**src/rtl/wb_stage_sb_if.sv**
```systemverilog
// rtl/wb_stage_sb_if.sv - MEM/WB input, register/memory write and forwarding signals of wb_stage_sb
interface wb_stage_sb_if #(
  parameter int DATA_W   = 8,
  parameter int REG_AW   = 5,
  parameter int MEM_AW   = 8,
  parameter int SB_DEPTH = 4
);
  localparam int CNT_W = $clog2(SB_DEPTH + 1);

  logic              in_valid;
  logic              in_ready;
  logic              in_reg_write;
  logic              in_mem_write;
  logic              in_acc_write;
  logic [REG_AW-1:0] in_dest;
  logic [DATA_W-1:0] in_reg_data;
  logic [DATA_W-1:0] in_acc_data;
  logic [MEM_AW-1:0] in_mem_addr;
  logic [DATA_W-1:0] in_mem_data;

  logic              reg_write_enable;
  logic [REG_AW-1:0] reg_write_addr;
  logic [DATA_W-1:0] reg_write_data;

  logic              mem_write_valid;
  logic              mem_write_ready;
  logic [MEM_AW-1:0] mem_write_addr;
  logic [DATA_W-1:0] mem_write_data;

  logic [DATA_W-1:0] accum_value;

  logic [MEM_AW-1:0] ld_addr;
  logic              ld_hit;
  logic [DATA_W-1:0] ld_data;

  logic [CNT_W-1:0]  sb_count;
  logic              sb_empty;

  modport slave (
    input  in_valid, in_reg_write, in_mem_write, in_acc_write, in_dest,
           in_reg_data, in_acc_data, in_mem_addr, in_mem_data,
           mem_write_ready, ld_addr,
    output in_ready, reg_write_enable, reg_write_addr, reg_write_data,
           mem_write_valid, mem_write_addr, mem_write_data, accum_value,
           ld_hit, ld_data, sb_count, sb_empty
  );

  modport master (
    output in_valid, in_reg_write, in_mem_write, in_acc_write, in_dest,
           in_reg_data, in_acc_data, in_mem_addr, in_mem_data,
           mem_write_ready, ld_addr,
    input  in_ready, reg_write_enable, reg_write_addr, reg_write_data,
           mem_write_valid, mem_write_addr, mem_write_data, accum_value,
           ld_hit, ld_data, sb_count, sb_empty
  );
endinterface

```
**src/rtl/wb_stage_sb.sv**
```systemverilog
// rtl/wb_stage_sb.sv - write-back stage with registered reg-file port, accumulator and store buffer
module wb_stage_sb #(
  parameter int                DATA_W   = 8,
  parameter int                REG_AW   = 5,
  parameter int                MEM_AW   = 8,
  parameter int                SB_DEPTH = 4,
  parameter logic [DATA_W-1:0] ACC_RST  = '0
) (
  input logic          clk,
  input logic          rst,
  wb_stage_sb_if.slave bus
);
  localparam int               PTR_W    = $clog2(SB_DEPTH);
  localparam int               CNT_W    = $clog2(SB_DEPTH + 1);
  localparam logic [PTR_W-1:0] LAST_IDX = PTR_W'(SB_DEPTH - 1);
  localparam logic [CNT_W-1:0] FULL_CNT = CNT_W'(SB_DEPTH);

  logic [MEM_AW-1:0] r_sb_addr [SB_DEPTH];
  logic [DATA_W-1:0] r_sb_data [SB_DEPTH];
  logic [PTR_W-1:0]  r_wr_ptr;
  logic [PTR_W-1:0]  r_rd_ptr;
  logic [CNT_W-1:0]  r_count;

  logic              r_reg_we;
  logic [REG_AW-1:0] r_reg_addr;
  logic [DATA_W-1:0] r_reg_data;
  logic [DATA_W-1:0] r_acc;

  logic              w_ready;
  logic              w_accept;
  logic              w_empty;
  logic              w_push;
  logic              w_pop;
  logic              w_ld_hit;
  logic [DATA_W-1:0] w_ld_data;

  // Explicit wrap so non-power-of-two depths index only real entries.
  function automatic logic [PTR_W-1:0] ptr_next(input logic [PTR_W-1:0] p);
    return (p == LAST_IDX) ? '0 : p + 1'b1;
  endfunction

  // Slot holding the off-th oldest entry, counted from the read pointer.
  function automatic logic [PTR_W-1:0] slot_at(input logic [PTR_W-1:0] base, input int off);
    int s;
    s = int'(base) + off;
    if (s >= SB_DEPTH) s = s - SB_DEPTH;
    return s[PTR_W-1:0];
  endfunction

  // Full buffer stalls every instruction; ready depends on state only.
  assign w_ready  = (r_count != FULL_CNT);
  assign w_accept = bus.in_valid & w_ready;
  assign w_empty  = (r_count == '0);
  assign w_push   = w_accept & bus.in_mem_write;
  assign w_pop    = ~w_empty & bus.mem_write_ready;

  // Register-file strobe is one cycle per accepted write; addr/data hold otherwise.
  always_ff @(posedge clk or negedge rst) begin
    if (!rst) begin
      r_reg_we   <= 1'b0;
      r_reg_addr <= '0;
      r_reg_data <= '0;
    end else begin
      r_reg_we <= w_accept & bus.in_reg_write;
      if (w_accept & bus.in_reg_write) begin
        r_reg_addr <= bus.in_dest;
        r_reg_data <= bus.in_reg_data;
      end
    end
  end

  // Accumulator loads only on an accepted accumulator update.
  always_ff @(posedge clk or negedge rst) begin
    if (!rst) begin
      r_acc <= ACC_RST;
    end else if (w_accept & bus.in_acc_write) begin
      r_acc <= bus.in_acc_data;
    end
  end

  // Store-buffer pointers and occupancy; reset discards any queued stores.
  always_ff @(posedge clk or negedge rst) begin
    if (!rst) begin
      r_wr_ptr <= '0;
      r_rd_ptr <= '0;
      r_count  <= '0;
    end else begin
      if (w_push) r_wr_ptr <= ptr_next(r_wr_ptr);
      if (w_pop)  r_rd_ptr <= ptr_next(r_rd_ptr);
      case ({w_push, w_pop})
        2'b10:   r_count <= r_count + 1'b1;
        2'b01:   r_count <= r_count - 1'b1;
        default: r_count <= r_count;
      endcase
    end
  end

  // Entry storage needs no reset: occupancy alone decides what is valid.
  always_ff @(posedge clk) begin
    if (w_push) begin
      r_sb_addr[r_wr_ptr] <= bus.in_mem_addr;
      r_sb_data[r_wr_ptr] <= bus.in_mem_data;
    end
  end

  // Scan oldest to youngest so the last match (youngest store) wins.
  always_comb begin
    w_ld_hit  = 1'b0;
    w_ld_data = '0;
    for (int i = 0; i < SB_DEPTH; i++) begin
      if ((i < int'(r_count)) && (r_sb_addr[slot_at(r_rd_ptr, i)] == bus.ld_addr)) begin
        w_ld_hit  = 1'b1;
        w_ld_data = r_sb_data[slot_at(r_rd_ptr, i)];
      end
    end
  end

  assign bus.in_ready         = w_ready;
  assign bus.reg_write_enable = r_reg_we;
  assign bus.reg_write_addr   = r_reg_addr;
  assign bus.reg_write_data   = r_reg_data;
  assign bus.accum_value      = r_acc;
  assign bus.mem_write_valid  = ~w_empty;
  assign bus.mem_write_addr   = r_sb_addr[r_rd_ptr];
  assign bus.mem_write_data   = r_sb_data[r_rd_ptr];
  assign bus.ld_hit           = w_ld_hit;
  assign bus.ld_data          = w_ld_data;
  assign bus.sb_count         = r_count;
  assign bus.sb_empty         = w_empty;
endmodule

```
**src/flat_wrapper.sv**
```systemverilog
// flat-port wrapper written by rule: the top's interface ports become plain ports
module wb_stage_sb_flat 
#(
  parameter int                DATA_W   = 8,
  parameter int                REG_AW   = 5,
  parameter int                MEM_AW   = 8,
  parameter int                SB_DEPTH = 4,
  parameter logic [DATA_W-1:0] ACC_RST  = '0
)
  (clk, rst, bus_in_valid, bus_in_reg_write, bus_in_mem_write, bus_in_acc_write, bus_in_dest, bus_in_reg_data, bus_in_acc_data, bus_in_mem_addr, bus_in_mem_data, bus_mem_write_ready, bus_ld_addr, bus_in_ready, bus_reg_write_enable, bus_reg_write_addr, bus_reg_write_data, bus_mem_write_valid, bus_mem_write_addr, bus_mem_write_data, bus_accum_value, bus_ld_hit, bus_ld_data, bus_sb_count, bus_sb_empty);
  wb_stage_sb_if #(.DATA_W(DATA_W), .REG_AW(REG_AW), .MEM_AW(MEM_AW), .SB_DEPTH(SB_DEPTH)) bus_i ();
  input logic clk;
  input logic rst;
  input wire logic [$bits(bus_i.in_valid)-1:0] bus_in_valid;
  input wire logic [$bits(bus_i.in_reg_write)-1:0] bus_in_reg_write;
  input wire logic [$bits(bus_i.in_mem_write)-1:0] bus_in_mem_write;
  input wire logic [$bits(bus_i.in_acc_write)-1:0] bus_in_acc_write;
  input wire logic [$bits(bus_i.in_dest)-1:0] bus_in_dest;
  input wire logic [$bits(bus_i.in_reg_data)-1:0] bus_in_reg_data;
  input wire logic [$bits(bus_i.in_acc_data)-1:0] bus_in_acc_data;
  input wire logic [$bits(bus_i.in_mem_addr)-1:0] bus_in_mem_addr;
  input wire logic [$bits(bus_i.in_mem_data)-1:0] bus_in_mem_data;
  input wire logic [$bits(bus_i.mem_write_ready)-1:0] bus_mem_write_ready;
  input wire logic [$bits(bus_i.ld_addr)-1:0] bus_ld_addr;
  output wire logic [$bits(bus_i.in_ready)-1:0] bus_in_ready;
  output wire logic [$bits(bus_i.reg_write_enable)-1:0] bus_reg_write_enable;
  output wire logic [$bits(bus_i.reg_write_addr)-1:0] bus_reg_write_addr;
  output wire logic [$bits(bus_i.reg_write_data)-1:0] bus_reg_write_data;
  output wire logic [$bits(bus_i.mem_write_valid)-1:0] bus_mem_write_valid;
  output wire logic [$bits(bus_i.mem_write_addr)-1:0] bus_mem_write_addr;
  output wire logic [$bits(bus_i.mem_write_data)-1:0] bus_mem_write_data;
  output wire logic [$bits(bus_i.accum_value)-1:0] bus_accum_value;
  output wire logic [$bits(bus_i.ld_hit)-1:0] bus_ld_hit;
  output wire logic [$bits(bus_i.ld_data)-1:0] bus_ld_data;
  output wire logic [$bits(bus_i.sb_count)-1:0] bus_sb_count;
  output wire logic [$bits(bus_i.sb_empty)-1:0] bus_sb_empty;
  assign bus_i.in_valid = bus_in_valid;
  assign bus_i.in_reg_write = bus_in_reg_write;
  assign bus_i.in_mem_write = bus_in_mem_write;
  assign bus_i.in_acc_write = bus_in_acc_write;
  assign bus_i.in_dest = bus_in_dest;
  assign bus_i.in_reg_data = bus_in_reg_data;
  assign bus_i.in_acc_data = bus_in_acc_data;
  assign bus_i.in_mem_addr = bus_in_mem_addr;
  assign bus_i.in_mem_data = bus_in_mem_data;
  assign bus_i.mem_write_ready = bus_mem_write_ready;
  assign bus_i.ld_addr = bus_ld_addr;
  assign bus_in_ready = bus_i.in_ready;
  assign bus_reg_write_enable = bus_i.reg_write_enable;
  assign bus_reg_write_addr = bus_i.reg_write_addr;
  assign bus_reg_write_data = bus_i.reg_write_data;
  assign bus_mem_write_valid = bus_i.mem_write_valid;
  assign bus_mem_write_addr = bus_i.mem_write_addr;
  assign bus_mem_write_data = bus_i.mem_write_data;
  assign bus_accum_value = bus_i.accum_value;
  assign bus_ld_hit = bus_i.ld_hit;
  assign bus_ld_data = bus_i.ld_data;
  assign bus_sb_count = bus_i.sb_count;
  assign bus_sb_empty = bus_i.sb_empty;
  wb_stage_sb #(.DATA_W(DATA_W), .REG_AW(REG_AW), .MEM_AW(MEM_AW), .SB_DEPTH(SB_DEPTH), .ACC_RST(ACC_RST)) u_core (.clk(clk), .rst(rst), .bus(bus_i));
endmodule
```
**config.mk**
```make
export PLATFORM = sky130hd
export DESIGN_NAME = wb_stage_sb_flat
export DESIGN_NICKNAME = d
export VERILOG_FILES = /design/src/rtl/wb_stage_sb_if.sv /design/src/rtl/wb_stage_sb.sv /design/src/flat_wrapper.sv
export SDC_FILE = /design/constraint.sdc
export NUM_CORES = 1
export LEC_CHECK = 0
export CAP_MARGIN = 20
export CORE_ASPECT_RATIO = 0.8
export CORE_UTILIZATION = 48
export CTS_CLUSTER_DIAMETER = 120
export DETAILED_ROUTE_END_ITERATION = 8
export GPL_ROUTABILITY_DRIVEN = 0
export PLACE_DENSITY = 0.87
export SLEW_MARGIN = 10
export SYNTH_ARGS = -nofsm -noshare
export SYNTH_HDL_FRONTEND = slang
export SYNTH_SLANG_ARGS = --single-unit
```
**constraint.sdc**
```tcl
create_clock -name clk -period 2.5 [get_ports clk]
set_input_delay 0.25 -clock clk [delete_from_list [all_inputs] [get_ports clk]]
set_output_delay 0.25 -clock clk [all_outputs]
set_load 0.1 [all_outputs]
```
==> metrics.md <==
| Metric | Value |
|---|---|
| Status | `finished with violations` |
| Failing checks | `negative setup slack` |
| Placeable Area | `0.0115 mm^2` |
| CP required | `2.25 ns` |
| Final wirelength | `14900 um` |
| Synth Flop Type | `edfxtp_1` |
| Most frequent cells in the layout | `107 x buf_4, 64 x edfxtp_1, 51 x clkdlybuf4s50_1` |
| Register area | `0.00266 mm^2` |
| Met1 global-route usage | `a little under a third` |
| Synthesized area per cell | `13.2 um^2` |
| Routed Antenna Nets | `0` |
| Via density | `5.81` |
| H-tree depth | `3` |
| GRT Residual Overflow | `0` |
| Worst-path clk slew | `0.07 ns` |
| Commonest non-fill, non-tap cell in the layout | `buf_4` |
| Syn Nets | `493` |
| Drt first-iter violations | `214` |
| Worst slew margin | `between 50 and 60%` |
| Worst IR Drop VDD | `between 0.001 and 0.0015 V` |
| Initial Util | `~50%` |
| Most used routing layer | `met2` |
| First-pass GRT wire length | `23400 um` |
| Die Y | `99.4 um` |
| CP endpoint kind | `output port` |
| Met3 Usage GRT | `5.62%` |
| Max-Cap Viols | `0` |
| Asr flop ratio synth | `31.2%` |
| Area growth syn-to-layout | `50.3%` |
| Post-synthesis cell area | `~0.0057 mm^2` |
| Largest incremental delay on the critical path | `0.49 ns` |
| Max Fclk | `285 MHz` |
| Number of global-route vias before repair | `4665` |
| Synth Warn # | `0` |
| CTS sink count | `93` |
| Netlist cell types | `59` |
| Type of the most critical hold path | `in2async` |
| Fin crit period | `3.51 ns` |
| #FFs+latches synth | `93` |
| Fin nets | `668` |
| Clock skew | `roughly 0.0058 ns` |
| Vias | `4413` |
| Multi-input gate area | `0.00336 mm^2` |
| Setup WS pre-CTS | `-0.655 ns` |
| Layout fillers | `678` |
| Post-CTS Hold Buffers | `0` |
| CP arrival | `3.26 ns` |
| TritonCTS clock tree | `yes` |
| Final Total Pwr | `12.5 mW` |
| WL/cell | `between 15 and 20 um` |
| Unrepaired setup endpoints after global routing | `yes` |
| CTS Buf Count | `9` |
| Row cnt | `35` |
| I/O pin cnt | `105` |
| Setup Crit Path Kind | `reg2out` |
| Layout Utilization | `74.3%` |
| Cells after DPL | `about 740` |
| Setup WS post-layout | `-1.01 ns` |
| DRC | `0` |
| ANT cells | `0` |
| Fin. Hold Viols | `0` |
| Hpwl dp | `between 10000 and 15000 um` |
| Final setup fails | `9` |
| Non-filler cells in the finished layout | `759` |
| Initial antenna violation count | `0` |
| WHS | `0.293 ns` |
| Sequential fraction of the synthesis area | `between 40% and 50%` |
| Slowest-stage cell, CP | `dfrtp_4` |
| Post-synth EDFFs | `64` |
| Total track usage | `25.6%` |
| IO Port Bufs | `104` |
| Share of layout cells above drive strength 1 | `49.8%` |
| Pleak | `roughly 3.2 nW` |
| Largest net degree at the start of global routing | `38` |
| Met2 GRT Util | `44.0%` |
| Die W | `124 um` |
| Final period util | `140%` |
| Root Buffer | `clkbuf_16` |
| CTS max path bufs | `2` |
| Initial DRT Pass Iterations | `5` |
| Critical-path cell list | `ha_4, buf_12, buf_4, mux2_2, a22oi_1, a21oi_2, and4b_1, and2_4, buf_4, o221ai_4, a31oi_4, buf_12` |
| Crit-path max FO | `6` |
| Slew @ Worst Pin | `0.605 ns` |
| Max Slew Vio Count | `0` |
| Area of the die | `0.0123 mm^2` |
| Pwr dens | `1460 mW/mm^2` |
| Clk Latency, worst-skew pair | `0.35 ns` |
| Post-Syn Instances | `431` |
| Crit start category | `register` |
-- sequential cells by signal, indices dropped and copies added, names as in the netlist --
name,flops
u_core.bus.sb_count,3
u_core.bus.accum_value,8
u_core.r_rd_ptr,2
u_core.bus.reg_write_data,8
u_core.r_wr_ptr,2
u_core.r_sb_data,32
u_core.bus.reg_write_enable,1
u_core.r_sb_addr,32
u_core.bus.reg_write_addr,5
-- Yosys cell counts, drive strengths merged, types with 2 or more instances --
cell type   n  area, um^2
edfxtp     64        1920
mux2i      42         435
mux2       33         372
mux4       32         728
dfrtp      29         726
xnor2      28         245
nand2      23        86.3
nor2       19        71.3
buf        18         136
o21ai      14        70.1
a21oi      13        68.8
clkbuf     11        41.3
ha         10         125
inv        10        37.5
and3        9        56.3
xor2        8        70.1
nand3       5        25.0
nor3        5        30.0
a22oi       4        30.0
a31oi       4        25.0
and2        4        27.5
nor3b       4        30.0
nor4        4        25.0
or3         4        30.0
a21o        3        22.5
a31o        3        26.3
o221ai      3        32.5
a21boi      2        15.0
and4        2        17.5
nand2b      2        12.5
nand3b      2        15.0
nand4       2        12.5
o211ai      2        15.0
-- worst max-delay path: cells and delay by family, from the launching register on --
family          cells  cell delay [ns]
buf+inv             4             0.58
mux                 1             0.35
fa+ha+maj           1             0.30
simple gates        2             0.53
compound gates      4             0.65
flops               1             0.49
-- path summary, 6_finish.rpt --
kind / slack, ns / cells after the start / end / start
setup / recovery: -1.01 / 12 / bus_ld_data[3] / u_core.r_rd_ptr[0]
hold / removal: 0.29 / 2 / u_core.bus.reg_write_data[7] / rst
setup reg to reg: 0.20 / 7 / u_core.bus.reg_write_data[5] / u_core.bus.sb_count[0]
hold reg to reg: 0.51 / 1 / u_core.bus.reg_write_data[0] / u_core.bus.reg_write_data[0]
max in group asynchronous: 1.89 / 2 / u_core.bus.sb_count[0] / rst
min in group clk: 0.51 / 1 / u_core.bus.reg_write_data[0] / u_core.bus.reg_write_data[0]
-- layout make-up --
class / instances / area share, %
clock buffer: 11 / 2.72
clock inverter: 5 / 0.760
inverter: 10 / 0.438
multi-input combinational: 299 / 39.3
sequential: 93 / 31.1
tap: 148 / 2.16
timing repair buffer: 193 / 23.5
-- per-layer routing --
layer / wire length, um / up-vias / share of wire (%)
li1: - / 2011 / -
met1: 6030 / 2214 / 40
met4: 306 / 0 / 2.1
met3: 828 / 28 / 5.6
met5: 0 / - / 0
met2: 7740 / 160 / 52
-- where the power goes --
| group | switching [mW] | internal [mW] |
|---|---|---|
| clock network | 0.596 | 0.789 |
| registers | 0.217 | 1.99 |
| logic | 5.24 | 3.67 |
-- through the flow --
| stage | setup TNS (ns) | area [um^2] |
|---|---|---|
| finish | -8.48 | 8560 |
| global route | -9.78 | 8560 |
| CTS | -8.58 | 8370 |
| detailed placement | -5.42 | 7910 |
| global placement | -4.76 | 7910 |
| floorplan | -5.76 | 6040 |
-- cells by family after synthesis --
| logic type | Yosys count | share of synthesized area [%] |
|---|---|---|
| mux | 107 | 27.0 |
| xor+xnor | 36 | 5.54 |
| flops | 93 | 46.5 |
| buf+inv | 39 | 3.78 |
| simple gates | 88 | 8.15 |
| compound gates | 58 | 6.90 |
| fa+ha+maj | 10 | 2.20 |
-- timing repair --
| action | 4_1_cts | 5_1_grt |
|---|---|---|
| pin swaps | 9 | 11 |
| setup endpoints to repair | 11 | 12 |
| setup buffers | 1 | 6 |
| cloned | 1 | 1 |
| resized for setup | 28 | 22 |
Note: power is estimated with default switching activity, not from simulation.
